[config.mk]
export PLATFORM = sky130hd
export DESIGN_NAME = burst_addr_gen
export DESIGN_NICKNAME = d
export VERILOG_FILES = /design/src/rtl/burst_addr_gen.sv
export SDC_FILE = /design/constraint.sdc
export NUM_CORES = 1
export LEC_CHECK = 0
export CAP_MARGIN = 0
export CORE_ASPECT_RATIO = 1.75
export CORE_MARGIN = 3
export CORE_UTILIZATION = 30
export CTS_CLUSTER_SIZE = 16
export DETAILED_ROUTE_END_ITERATION = 10
export PLACE_DENSITY = 0.63
export SLEW_MARGIN = 10
export SYNTH_ARGS = -nofsm -noshare
export SYNTH_HDL_FRONTEND = slang
export SYNTH_SLANG_ARGS = --single-unit
[constraint.sdc]
create_clock -name clk -period 4.5 [get_ports clk]
set_clock_uncertainty 0.05 [all_clocks]
set_input_delay 0.45 -clock clk [delete_from_list [all_inputs] [get_ports clk]]
set_output_delay 0.45 -clock clk [all_outputs]
set_load 0.1 [all_outputs]
[src/rtl/burst_addr_gen.sv]
// Burst address generator: accepts one burst request, waits a fixed number of
// cycles, then emits one line address per beat (incrementing or wrapping).
module burst_addr_gen #(
  parameter  int ADDR      = 22,
  parameter  int DATA      = 5,
  parameter  int WAIT      = 10,
  parameter  int BURST_MAX = 8,
  localparam int LW        = $clog2(BURST_MAX)
) (
  input  logic            clk,
  input  logic            rst,
  input  logic            req_valid,
  output logic            req_ready,
  input  logic [ADDR-1:0] req_addr,
  input  logic [LW-1:0]   req_len,
  input  logic            req_wrap,
  input  logic            flush,
  input  logic            out_ready,
  output logic            rdy,
  output logic [DATA-1:0] data,
  output logic [ADDR-1:3] newaddr,
  output logic            done
);

  localparam int LINE_W = ADDR - 3;
  localparam int WC     = (WAIT > 1) ? $clog2(WAIT + 1) : 1;

  typedef enum logic [1:0] {IDLE, WAITING, BEAT} state_t;

  state_t            state, state_next;
  logic [LINE_W-1:0] line_q;
  logic [LW-1:0]     len_q;
  logic              wrap_q;
  logic [LW-1:0]     idx;
  logic [WC-1:0]     wcnt;

  logic              accept;
  logic              xfer;
  logic              last;
  logic [LW:0]       len_p1;
  logic              pow2;
  logic [LINE_W-1:0] mask;
  logic [LINE_W-1:0] sum;
  logic              unused_addr_lsb;

  assign unused_addr_lsb = ^req_addr[2:0];

  // State register.
  always_ff @(posedge clk or posedge rst) begin
    if (rst) state <= IDLE;
    else     state <= state_next;
  end

  // Next-state decode and handshake outputs; flush wins over a beat transfer.
  always_comb begin
    state_next = state;
    req_ready  = (state == IDLE);
    rdy        = (state == BEAT);
    accept     = (state == IDLE) && req_valid;
    xfer       = (state == BEAT) && out_ready;
    last       = (idx == len_q);
    done       = xfer && last && !flush;
    case (state)
      IDLE:    if (req_valid) state_next = (WAIT == 0) ? BEAT : WAITING;
      WAITING: begin
        if (flush)                 state_next = IDLE;
        else if (wcnt == WC'(1))   state_next = BEAT;
      end
      BEAT: begin
        if (flush)                 state_next = IDLE;
        else if (xfer && last)     state_next = IDLE;
      end
      default:                     state_next = IDLE;
    endcase
  end

  // Request capture, wait countdown and beat index.
  always_ff @(posedge clk or posedge rst) begin
    if (rst) begin
      line_q <= '0;
      len_q  <= '0;
      wrap_q <= 1'b0;
      idx    <= '0;
      wcnt   <= '0;
    end else if (accept) begin
      line_q <= req_addr[ADDR-1:3];
      len_q  <= req_len;
      wrap_q <= req_wrap;
      idx    <= '0;
      wcnt   <= WC'(WAIT);
    end else if (!flush) begin
      if (state == WAITING) wcnt <= wcnt - WC'(1);
      if (xfer)             idx  <= idx + LW'(1);
    end
  end

  // Wrapping only when len+1 is a power of two: then len itself is the mask
  // of the low address bits that roll over; otherwise plain increment.
  always_comb begin
    len_p1 = (LW+1)'(len_q) + (LW+1)'(1);
    pow2   = ((len_p1 & (LW+1)'(len_q)) == '0);
    mask   = LINE_W'(len_q);
    sum    = line_q + LINE_W'(idx);
  end

  assign newaddr = (wrap_q && pow2) ? ((line_q & ~mask) | (sum & mask)) : sum;
  assign data    = DATA'(idx);

endmodule

Word level (Yosys, flattened, before mapping) --
Cells that the tools add are included.
Storage, ports and cells: output and inout bits 27, register bits 32, bits of input ports 31, logic and storage cells 49
Operators by class: add/subtract/negate cells 4, bitwise gates (word level) 5, mux-type cells 13, reductions and logical operators 13, eq/ne operators 8
Operators with widths (count):
- $add A19 B3 Y19 | 1
- $and A19 B19 Y19 | 1
- $and A19 B3 Y19 | 1
- $mux W19 | 1
- $not A3 Y19 | 1
- $or A19 B19 Y19 | 1
- $mux W4 | 3
- $mux W2 | 5
- $mux W3 | 3
- $pmux W2 S3 | 1
- $logic_and A1 B1 Y1 | 5
- $add A3 B1 Y4 const B | 1
- $and A4 B3 Y4 | 1
- $eq A4 B1 Y1 const B | 1
- $logic_not A4 Y1 | 1
- $reduce_and A2 Y1 | 2
- $reduce_bool A2 Y1 | 2
- $sub A4 B1 Y4 const B | 1
- $add A3 B1 Y3 const B | 1
- $eq A3 B3 Y1 | 1
- $ne A3 B2 Y1 const B | 1
- $ne A3 B3 Y1 const B | 1
- $reduce_and A3 Y1 | 1
- $eq A2 B1 Y1 const B | 1
- other kinds (5) | 5

Logic depth before layout (Yosys ltp) --
Gate-level depths: netlist of the first run.
word-level depth 6, depth in mapped cells 7, depth with buffers taken out 7

Least setup slack after synthesis of the first run --
OpenSTA, ideal clock, no wires.
path type register -> output, start point register idx[0], end point output port newaddr[4] in the netlist's numbering, arrival 3.871 ns, slack 0.129 ns, required time 4.000 ns, stages on the path, launching flop included 5, path buffers 0, path through dfrtp_1 -> ha_1 -> inv_1 -> fa_1 -> o21ai_0
Between the ends: word-level cells in the longest chain between the ends 4
RTL lines:
- from (decl) | line 34 | logic [LW-1:0] idx;
- from (signal assigned) | line 93 | if (xfer) idx <= idx + LW'(1);
- $add A19 B3 Y19 (*) | line 103 | sum = line_q + LINE_W'(idx);
- $and A19 B3 Y19 | line 106 | assign newaddr = (wrap_q && pow2) ? ((line_q & ~mask) | (sum & mask)) : sum;
- $or A19 B19 Y19 | line 106
- $mux W19 (*) | line 106
- to (decl) | line 21 | output logic [ADDR-1:3] newaddr,
Every way passes the cells marked *; elsewhere a longest branch is shown, timed or not.

Final worst setup path of the first run --
start point register idx[2], end point output port newaddr[10] in the netlist's numbering
The elaborated chain is that of the path after synthesis.

==> results_dict.tcl, run 1 <==
set metrics [dict create \
    number_of_storage_elements_in_the_synthesis_netlist 32 \
    i_o_pin_count 58 \
    synth_seq_area_share 0.4183 \
    gr-usage-all-layers 0.1277 \
    detailed_place_hpwl_mm 3.241 \
    fillCellCount 632 \
    status "complete, no violations" \
    finalSetupTns_ps 0 \
    post_synth_instance_area_mm2 0.001914 \
    cts.root.buffer_cell "sky130_fd_sc_hd__clkbuf_8" \
    finalMaxSlewViolations 0 \
    insertion_delay_ps 270 \
    gpl.final_weighted_congestion 0.7949 \
    fraction_of_final_layout_cells_sized_beyond_drive_strength_1 0.1074 \
    cts.repair_timing.setup_buffer_count 0 \
    hold_viol 0 \
    clock_power_share 0.152 \
    power.static_leakage_nw 1.133 \
    grt_overflow 0 \
    yosysTopAreaCellShare 0.4183 \
    global_route_wire_length_before_repair_mm 7.307 \
    drt_pre_antenna_iters 4 \
    cts_num_sinks 32 \
    max_cap_violations 0 \
    post_drt_via_cell_ratio 4.434 \
    cts-resized-gates 0 \
    fp.dieH_um 111.7 \
    antenna_violations_before_repair 0 \
    num-nets-final 308 \
    num_vias 1543 \
    combinationalPowerShare 0.518 \
    max_freq_ghz 0.2832 \
    crit_path_start_kind "flop" \
    power.switching_fraction 0.5161 \
    synth_cell_type_count 35 \
    seqPwrFrac 0.331 \
    yosysTopAreaCell "sky130_fd_sc_hd__dfrtp_1" \
    grt_setup_unrepaired "no" \
    detail_routed_net_length_per_standard_cell_um 12.61 \
    flow.area_growth_from_synthesis_pct 32.68 \
    synth.top_cells.by_area "sky130_fd_sc_hd__dfrtp_1 42%, sky130_fd_sc_hd__nand2_1 15%, sky130_fd_sc_hd__xnor2_1 11%, sky130_fd_sc_hd__ha_1 3.9%, sky130_fd_sc_hd__a32oi_4 2.9%" \
    drt-initial-drc-count 32 \
    critical_path_required_ps 4000 \
    postRouteWirelength_mm 4.390 \
    startpoint_to_endpoint_class_of_the_critical_path "flop to primary output" \
    internal_power_mw 0.6430 \
    drt.antenna.violating_nets 0 \
    cts_inserted_buffers 5 \
    post_cts_hold_buffer_count 0 \
    htreeDepth 2 \
    power.density_mw_per_mm2 523.2 \
    drt_drc_violations_left 0 \
    fin_util 0.4220 \
    placement.io_buffers 52 \
    slew-limit-headroom 0.2777 \
    initial_core_util 0.3181 \
    finalWorstPathRequiredPeriod_ps 3531 \
    sort_of_element_at_the_end_of_the_critical_path "primary output" \
    clkTransAtPathRegs_ps 60 \
    placementRows 37 \
    hold_path.class "flop to flop" \
    critical_path_peak_fanout 8 \
    multi_input_comb_area_mm2 0.001036 \
    worstPathArrival_ps 3030 \
    clock_tree.buffer_depth 2 \
    irDropWorstVdd_mv 0.2494 \
    setup_violations 0 \
    die_x_um 66.39 \
    number_of_warnings_issued_by_yosys 0 \
    grt_pass1_vias 1573 \
    layout_worst_path_cycle_share 0.7848 \
    cts_tree "done" \
    power.switching_mw 0.6859 \
    syn_area_per_cell_um2 8.781 \
    diodes 0 \
    fp.dieArea_mm2 0.007414 \
    design.core.area_mm2 0.006018 \
    grt_max_degree 33 \
    final-seq-area_um2 800.8 \
    max_slew.worst_pin.slew_ps 1083 \
    postSynthCellCount 218 \
]
[kinds of logic (layout without fill, tap and decap cells)]
group,after synthesis,after routing,synth area share
buffers and inverters,17,68,0.04248
DFF,32,32,0.4183
muxes,2,2,0.01176
and+or+nand+nor,125,125,0.3131
other,1,2,0.001959
adders and majority gates,7,7,0.04967
AOI/OAI and AO/OA,9,9,0.04836
xor gates and xnor gates,25,25,0.1144
[synthesized netlist by cell type]
master,number
sky130_fd_sc_hd__a21oi_1,3
sky130_fd_sc_hd__a32oi_4,2
sky130_fd_sc_hd__and2_1,1
sky130_fd_sc_hd__and2b_2,1
sky130_fd_sc_hd__and3_1,5
sky130_fd_sc_hd__and3b_2,1
sky130_fd_sc_hd__and4_1,1
sky130_fd_sc_hd__and4bb_4,1
sky130_fd_sc_hd__buf_2,2
sky130_fd_sc_hd__buf_4,2
sky130_fd_sc_hd__buf_6,1
sky130_fd_sc_hd__clkbuf_1,4
sky130_fd_sc_hd__conb_1,1
sky130_fd_sc_hd__dfrtp_1,32
sky130_fd_sc_hd__fa_1,1
sky130_fd_sc_hd__ha_1,6
sky130_fd_sc_hd__inv_1,8
sky130_fd_sc_hd__mux2_1,2
sky130_fd_sc_hd__nand2_1,78
sky130_fd_sc_hd__nand2b_1,1
sky130_fd_sc_hd__nand2b_2,2
sky130_fd_sc_hd__nand3_1,10
sky130_fd_sc_hd__nand3b_1,2
sky130_fd_sc_hd__nand4_1,6
sky130_fd_sc_hd__nor2_1,10
sky130_fd_sc_hd__nor2_2,1
sky130_fd_sc_hd__nor3_2,1
sky130_fd_sc_hd__nor3b_1,2
sky130_fd_sc_hd__nor4_4,1
sky130_fd_sc_hd__o211ai_1,1
sky130_fd_sc_hd__o21ai_0,1
sky130_fd_sc_hd__o21ai_1,2
sky130_fd_sc_hd__or3b_1,1
sky130_fd_sc_hd__xnor2_1,23
sky130_fd_sc_hd__xor2_1,2
[worst max-delay path: stages (launching register included)]
cell and delay [ps]:
sky130_fd_sc_hd__dfrtp_1 440, sky130_fd_sc_hd__ha_1 380, sky130_fd_sc_hd__nand3_1 140, sky130_fd_sc_hd__a32oi_4 360, sky130_fd_sc_hd__nand3_1 150, sky130_fd_sc_hd__xnor2_1 150, sky130_fd_sc_hd__clkdlybuf4s50_1 1140
[routing by layer]
layer  vias up  part of all wire  GRT usage
li1        803                 -          -
met1       703              0.41     0.1414
met2        33              0.54     0.2296
met3         4             0.033    0.02119
met4         0             0.020    0.05699
met5         -                 0          0
[placed cells by master, fill, tap and decap left out]
master / netlist / routed
sky130_fd_sc_hd__and4bb_4: 1 / 1
sky130_fd_sc_hd__clkbuf_8: 0 / 5
sky130_fd_sc_hd__nor3_2: 1 / 1
sky130_fd_sc_hd__nor3b_1: 2 / 2
sky130_fd_sc_hd__and2_1: 1 / 1
sky130_fd_sc_hd__o21ai_1: 2 / 2
sky130_fd_sc_hd__nor2_1: 10 / 10
sky130_fd_sc_hd__and2b_2: 1 / 1
sky130_fd_sc_hd__a21oi_1: 3 / 3
sky130_fd_sc_hd__clkbuf_1: 4 / 1
sky130_fd_sc_hd__ha_1: 6 / 6
sky130_fd_sc_hd__nand3b_1: 2 / 2
sky130_fd_sc_hd__clkdlybuf4s50_1: 0 / 40
sky130_fd_sc_hd__nand2_1: 78 / 78
sky130_fd_sc_hd__nor2_2: 1 / 1
sky130_fd_sc_hd__buf_4: 2 / 13
sky130_fd_sc_hd__and3b_2: 1 / 1
sky130_fd_sc_hd__nand4_1: 6 / 6
sky130_fd_sc_hd__inv_1: 8 / 8
sky130_fd_sc_hd__o21ai_0: 1 / 1
sky130_fd_sc_hd__nand2b_1: 1 / 1
sky130_fd_sc_hd__and4_1: 1 / 1
sky130_fd_sc_hd__xor2_1: 2 / 2
sky130_fd_sc_hd__a32oi_4: 2 / 2
sky130_fd_sc_hd__clkinv_2: 0 / 1
sky130_fd_sc_hd__conb_1: 1 / 2
sky130_fd_sc_hd__xnor2_1: 23 / 23
sky130_fd_sc_hd__nand3_1: 10 / 10
sky130_fd_sc_hd__dfrtp_1: 32 / 32
sky130_fd_sc_hd__nand2b_2: 2 / 2
sky130_fd_sc_hd__o211ai_1: 1 / 1
sky130_fd_sc_hd__mux2_1: 2 / 2
sky130_fd_sc_hd__fa_1: 1 / 1
sky130_fd_sc_hd__nor4_4: 1 / 1
sky130_fd_sc_hd__and3_1: 5 / 5
sky130_fd_sc_hd__or3b_1: 1 / 1
[power by group through the flow]
stage / Clock (mW) / Combinational (mW) / Sequential (mW)
final: 0.202 / 0.688 / 0.440
after global routing: 0.220 / 0.728 / 0.453
after CTS: 0.210 / 0.697 / 0.440
after detailed placement: 0 / 0.695 / 0.445
after global placement: 0 / 0.690 / 0.442
after floorplan: 0 / 0.560 / 0.423
[final timing paths]
kind / from / end / slack [ps] / depth (start not counted)
setup / recovery: idx[2] / newaddr[10] / 970 / 6
hold / removal: line_q[18] / line_q[18] / 460 / 2
setup reg to reg: state[0] / line_q[1] / 2640 / 4
hold reg to reg: line_q[18] / line_q[18] / 460 / 2
max in group asynchronous: rst / len_q[1] / 3590 / 3
min in group asynchronous: rst / len_q[2] / 500 / 3
[per-stage QoR]
step	cell area (µm²)	setup slack, ps	instances	hold slack [ps]	total power, mW
2_1_floorplan	1918	129.1	219	414.6	0.9827
3_3_place_gp	2462	1279	341	430.9	1.132
3_5_place_dp	2462	1260	341	449.6	1.140
4_1_cts	2540	949.2	348	463.5	1.347
5_1_grt	2540	777.2	348	493.2	1.401
6_report	2540	968.5	348	456.4	1.329
[flip-flops by register name, summed over array words and instances, names as in the netlist]
signal / cells
wcnt: 4
idx: 3
line_q: 19
state: 2
len_q: 3
wrap_q: 1
[layout make-up]
class                           count  share of cell area
Timing Repair Buffer               53              0.1961
Clock inverter                      1            0.001970
Clock buffer                        6             0.02857
Sequential cell                    32              0.3153
Inverter                            8             0.01182
Tap cell                           78             0.03842
Multi-Input combinational cell    170              0.4079
Note: power is estimated with default switching activity, not from simulation.
==> run 2, diff against run 1 <==
Clock period 4.5 ns to 3.5 ns, I/O delays scaled along.
==> results_dict.tcl, run 2 (synthesis results as in run 1) <==
set metrics [dict create \
    status "complete, no violations" \
    antenna_violations_before_repair 0 \
    critical_path_required_ps 3100 \
    postRouteWirelength_mm 4.671 \
    setup_violations 0 \
    grt_setup_unrepaired "no" \
    registers.top_by_ff_count "line_q" \
    i_o_pin_count 58 \
    num-nets-final 308 \
    power.density_mw_per_mm2 669.3 \
    placed_cell_area_mm2 0.002728 \
    cts.repair_timing.setup_buffer_count 0 \
    drt_pre_antenna_iters 4 \
    num_vias 1593 \
    insertion_delay_ps 280 \
    flow.area_growth_from_synthesis_pct 47.52 \
    gr-usage-all-layers 0.1402 \
    hold_viol 0 \
    max_slew.worst_pin.slew_ps 1042 \
    finalMaxSlewViolations 0 \
    post_drt_via_cell_ratio 4.578 \
    final_cell_area_mm2 0.002824 \
    layout_common_cells "78 x sky130_fd_sc_hd__nand2_1, 32 x sky130_fd_sc_hd__dfrtp_1, 32 x sky130_fd_sc_hd__clkdlybuf4s50_1" \
    grt_overflow 0 \
    fp.dieH_um 111.7 \
    detail_routed_net_length_per_standard_cell_um 13.42 \
    grt_pass1_vias 1673 \
    die_x_um 66.39 \
    layout_worst_path_cycle_share 0.8699 \
    largest_registers "line_q: 19 flops, wcnt: 4 flops" \
    drt-initial-drc-count 36 \
    diodes 0 \
    hold-worst-slack_ps 403.8 \
    sort_of_element_at_the_end_of_the_critical_path "primary output" \
    placementRows 37 \
    max_cap_violations 0 \
    irDropWorstVdd_mv 0.2704 \
    cts-resized-gates 0 \
    drt_drc_violations_left 0 \
    placement.io_buffers 52 \
    fraction_of_final_layout_cells_sized_beyond_drive_strength_1 0.2000 \
    cts.root.buffer_cell "sky130_fd_sc_hd__clkbuf_8" \
    initial_core_util 0.3181 \
    grt_max_degree 33 \
    design.core.area_mm2 0.006018 \
    gpl.final_weighted_congestion 0.7602 \
    hold_path.class "primary input to async pin" \
    htreeDepth 2 \
    worstPathArrival_ps 2640 \
    fp.dieArea_mm2 0.007414 \
    max_freq_ghz 0.3285 \
    overall_power_mw 1.890 \
    slew-limit-headroom 0.3054 \
    crit_path_start_kind "flop" \
    detailed_place_hpwl_mm 3.565 \
    critical_path_peak_fanout 8 \
    finalWorstPathRequiredPeriod_ps 3045 \
    cts_num_sinks 32 \
    clock_tree.buffer_depth 2 \
    power.static_leakage_nw 1.299 \
    clkTransAtPathRegs_ps 70 \
    global_route_wire_length_before_repair_mm 8.052 \
    leading_cell_type_in_the_layout_fill_and_taps_excluded "sky130_fd_sc_hd__nand2_1" \
    cts_inserted_buffers 5 \
    post_cts_hold_buffer_count 0 \
    cts_tree "done" \
    drt.antenna.violating_nets 0 \
    largest_reg_flops 19 \
    startpoint_to_endpoint_class_of_the_critical_path "flop to primary output" \
]
run 2: changes by cell type in the layout (fill, tap and decap cells not counted), moves of 6 or more:
cell                              change
sky130_fd_sc_hd__xnor2_1             -15
sky130_fd_sc_hd__xnor2_2              +7
sky130_fd_sc_hd__buf_12               +6
sky130_fd_sc_hd__clkdlybuf4s50_1      -8
sky130_fd_sc_hd__xnor2_4              +8
run 2: layer usage:
layer | vias up | global-route usage | share of wire
met5 | - | 0 | 0
li1 | 801 | - | -
met2 | 35 | 0.2555 | 0.57
met1 | 751 | 0.1560 | 0.38
met4 | 0 | 0.04885 | 0.017
met3 | 6 | 0.02725 | 0.032
run 2: cell type report:
class / instances / area [µm²]
flip-flops and latches: 32 / 800.8
fillers: 603 / 3194
clock buffers: 7 / 96.34
multi-input cells: 170 / 1246
inverters: 8 / 30.03
repair buffers: 53 / 553.0
well taps: 78 / 97.59
run 2: per-stage QoR:
step           TNS (ps)  std cells  setup WS, ps  utilization
2_1_floorplan    -17.38        219        -17.38            -
3_3_place_gp          0        341         784.5       0.4532
3_5_place_dp          0        341         734.1       0.4532
4_1_cts               0        348         416.6       0.4692
5_1_grt               0        348         277.7       0.4692
6_report              0        348         455.5       0.4692
run 2: final timing paths:
kind                       startpoint     endpoint  slack [ps]  cells past startpoint
setup / recovery               idx[0]  newaddr[21]         460                      8
hold / removal                    rst      wcnt[0]         400                      3
setup reg to reg             state[0]   line_q[13]        1650                      4
hold reg to reg             line_q[0]    line_q[0]         470                      2
max in group asynchronous         rst    line_q[7]        2700                      3
min in group clk            line_q[0]    line_q[0]         470                      2
run 2: worst max-delay path, stage by stage (launching register included):
cell	delay (ps)
sky130_fd_sc_hd__dfrtp_1	460
sky130_fd_sc_hd__ha_1	200
sky130_fd_sc_hd__inv_1	50
sky130_fd_sc_hd__fa_1	400
sky130_fd_sc_hd__nand2b_1	200
sky130_fd_sc_hd__a32oi_4	320
sky130_fd_sc_hd__nand4_1	270
sky130_fd_sc_hd__xnor2_4	250
sky130_fd_sc_hd__buf_12	200
run 2: where the power goes:
| part | internal, mW | total [mW] | switching [mW] |
|---|---|---|---|
| combinational | 0.323 | 0.984 | 0.661 |
| clock | 0.175 | 0.306 | 0.130 |
| sequential | 0.456 | 0.600 | 0.144 |
| total | 0.954 | 1.89 | 0.936 |
==> run 3, diff against run 2 <==
Settings changed: CORE_ASPECT_RATIO 1.75 to 0.5, CTS_CLUSTER_SIZE 16 to not set.
==> results_dict.tcl, run 3 (synthesis results as in run 1) <==
set metrics [dict create \
    placementRows 19 \
    registers.top_by_ff_count "line_q" \
    design.core.area_mm2 0.005824 \
    postRouteWirelength_mm 4.457 \
    largest_registers "line_q: 19 flops, wcnt: 4 flops" \
    critical_path_peak_fanout 8 \
    detailed_place_hpwl_mm 3.436 \
    drt_drc_violations_left 0 \
    antenna_violations_before_repair 0 \
    insertion_delay_ps 270 \
    cp_top_family "adder cells" \
    sort_of_element_at_the_end_of_the_critical_path "primary output" \
    die_x_um 119.0 \
    num_vias 1615 \
    crit-reg2reg-capture "line_q[1]" \
    cts_inserted_buffers 5 \
    grt_overflow 0 \
    fraction_of_final_layout_cells_sized_beyond_drive_strength_1 0.2030 \
    layout_worst_path_cycle_share 0.8649 \
    drt.antenna.violating_nets 0 \
    largest_reg_flops 19 \
    final_cell_area_mm2 0.002915 \
    clock_tree.buffer_depth 2 \
    gpl.final_weighted_congestion 0.7495 \
    post_drt_via_cell_ratio 4.549 \
    placement.io_buffers 52 \
    htreeDepth 2 \
    max_freq_ghz 0.3303 \
    clkTransAtPathRegs_ps 50 \
    final_cell_count_no_fill 355 \
    gr-usage-all-layers 0.1275 \
    critical_path.cell_chain "ha_1 -> inv_1 -> fa_1 -> nand2b_1 -> a32oi_4 -> nand4_1 -> xnor2_4 -> buf_12" \
    leading_cell_type_in_the_layout_fill_and_taps_excluded "sky130_fd_sc_hd__nand2_1" \
    initial_core_util 0.3287 \
    path_depth 8 \
    fillCellCount 524 \
    setup_violations 0 \
    slowest_delay_ps 450 \
    drt_pre_antenna_iters 3 \
    startpoint_to_endpoint_class_of_the_critical_path "flop to primary output" \
    num-nets-final 308 \
    global_route_wire_length_before_repair_mm 7.797 \
    grt_pass1_vias 1706 \
    slew-limit-headroom 0.3171 \
    power.static_leakage_nw 1.333 \
    cts_num_sinks 32 \
    r2r_setup_slack_ps 1630 \
    fp.dieArea_mm2 0.007434 \
    finalMaxSlewViolations 0 \
    worst_path_buffer_plus_inverter_count 2 \
    hold_viol 0 \
    placed_cell_area_mm2 0.002748 \
    cts-resized-gates 0 \
    diodes 0 \
    fp.dieH_um 62.49 \
    crit-reg2reg-launch "state[0]" \
    finalWorstPathRequiredPeriod_ps 3027 \
    status "complete, no violations" \
    cts.repair_timing.setup_buffer_count 0 \
    grt_setup_unrepaired "no" \
    crit_path_start_kind "flop" \
    post-place-cells 347 \
    critical_path.slowest_cell "sky130_fd_sc_hd__dfrtp_1" \
    post_cts_hold_buffer_count 0 \
    worstPathArrival_ps 2630 \
    max_cap_violations 0 \
    power.density_mw_per_mm2 712.7 \
    drt-initial-drc-count 35 \
    hold_path.class "primary input to async pin" \
    finalSetupTns_ps 0 \
    detail_routed_net_length_per_standard_cell_um 12.55 \
    flow.area_growth_from_synthesis_pct 52.29 \
    layout_common_cells "78 x sky130_fd_sc_hd__nand2_1, 32 x sky130_fd_sc_hd__dfrtp_1, 32 x sky130_fd_sc_hd__clkdlybuf4s50_1" \
    max_slew.worst_pin.slew_ps 1024 \
    cts_tree "done" \
    i_o_pin_count 58 \
    cts.root.buffer_cell "sky130_fd_sc_hd__clkbuf_16" \
    worst-r2r-cell-count 4 \
    irDropWorstVdd_mv 0.2560 \
    grt_max_degree 33 \
    critical_path_required_ps 3100 \
]
[run 3: cell count changes in the layout (fill, tap and decap cells not counted)]
cell / before / now
sky130_fd_sc_hd__clkbuf_8: 7 / 0
sky130_fd_sc_hd__buf_4: 15 / 14
sky130_fd_sc_hd__bufinv_16: 0 / 1
sky130_fd_sc_hd__clkbuf_16: 0 / 5
sky130_fd_sc_hd__buf_12: 6 / 7
sky130_fd_sc_hd__clkinvlp_4: 0 / 1
sky130_fd_sc_hd__clkinv_2: 0 / 1
[run 3: through the flow]
step                      total power [mW]  worst slack (ps)  hold WS (ps)    util
after floorplan                      1.349            -17.38         363.1       -
after global placement               1.586             774.9         435.8  0.4718
after detailed placement             1.607             754.3         461.2  0.4718
after CTS                            2.100             457.8         427.7  0.5005
after global routing                 2.177             340.1         469.4  0.5005
final                                2.078             472.8         405.7  0.5005
[run 3: worst max-delay path by stage]
stage | from | end | slack (ps)
2_1_floorplan | idx[0] | newaddr[4] | -20
3_3_place_gp | idx[0] | newaddr[21] | 770
3_5_place_dp | idx[0] | newaddr[21] | 750
4_1_cts | idx[0] | newaddr[21] | 460
5_1_grt | idx[0] | newaddr[21] | 340
6_report | idx[0] | newaddr[21] | 470
[run 3: final cells by class]
cell class / count / area, µm² / share of cell area
tap: 84 / 105.1 / 0.03605
clock buffer: 5 / 125.1 / 0.04292
clock inverter: 3 / 42.54 / 0.01459
timing repair buffer: 53 / 565.5 / 0.1940
multi-input combinational: 170 / 1246 / 0.4275
sequential: 32 / 800.8 / 0.2747
inverter: 8 / 30.03 / 0.01030
[run 3: layer usage]
layer	GRT usage	part of all wire	routed length, µm	up-vias
met1	0.1521	0.44	1954	784
met5	0	0	0	-
met2	0.2276	0.52	2326	21
met4	0.03896	0.0092	41	0
li1	-	-	-	806
met3	0.03165	0.030	134	4
[run 3: power by group]
part,leakage (nW),total [mW],internal (mW),switching (mW)
clock network,0.0798,0.485,0.334,0.152
logic,0.855,0.992,0.331,0.661
registers,0.398,0.601,0.457,0.144
[run 3: tightest hold or removal path, delay by kind of cell]
kind                   cells  cell delay, ps
buffers and inverters      3             810
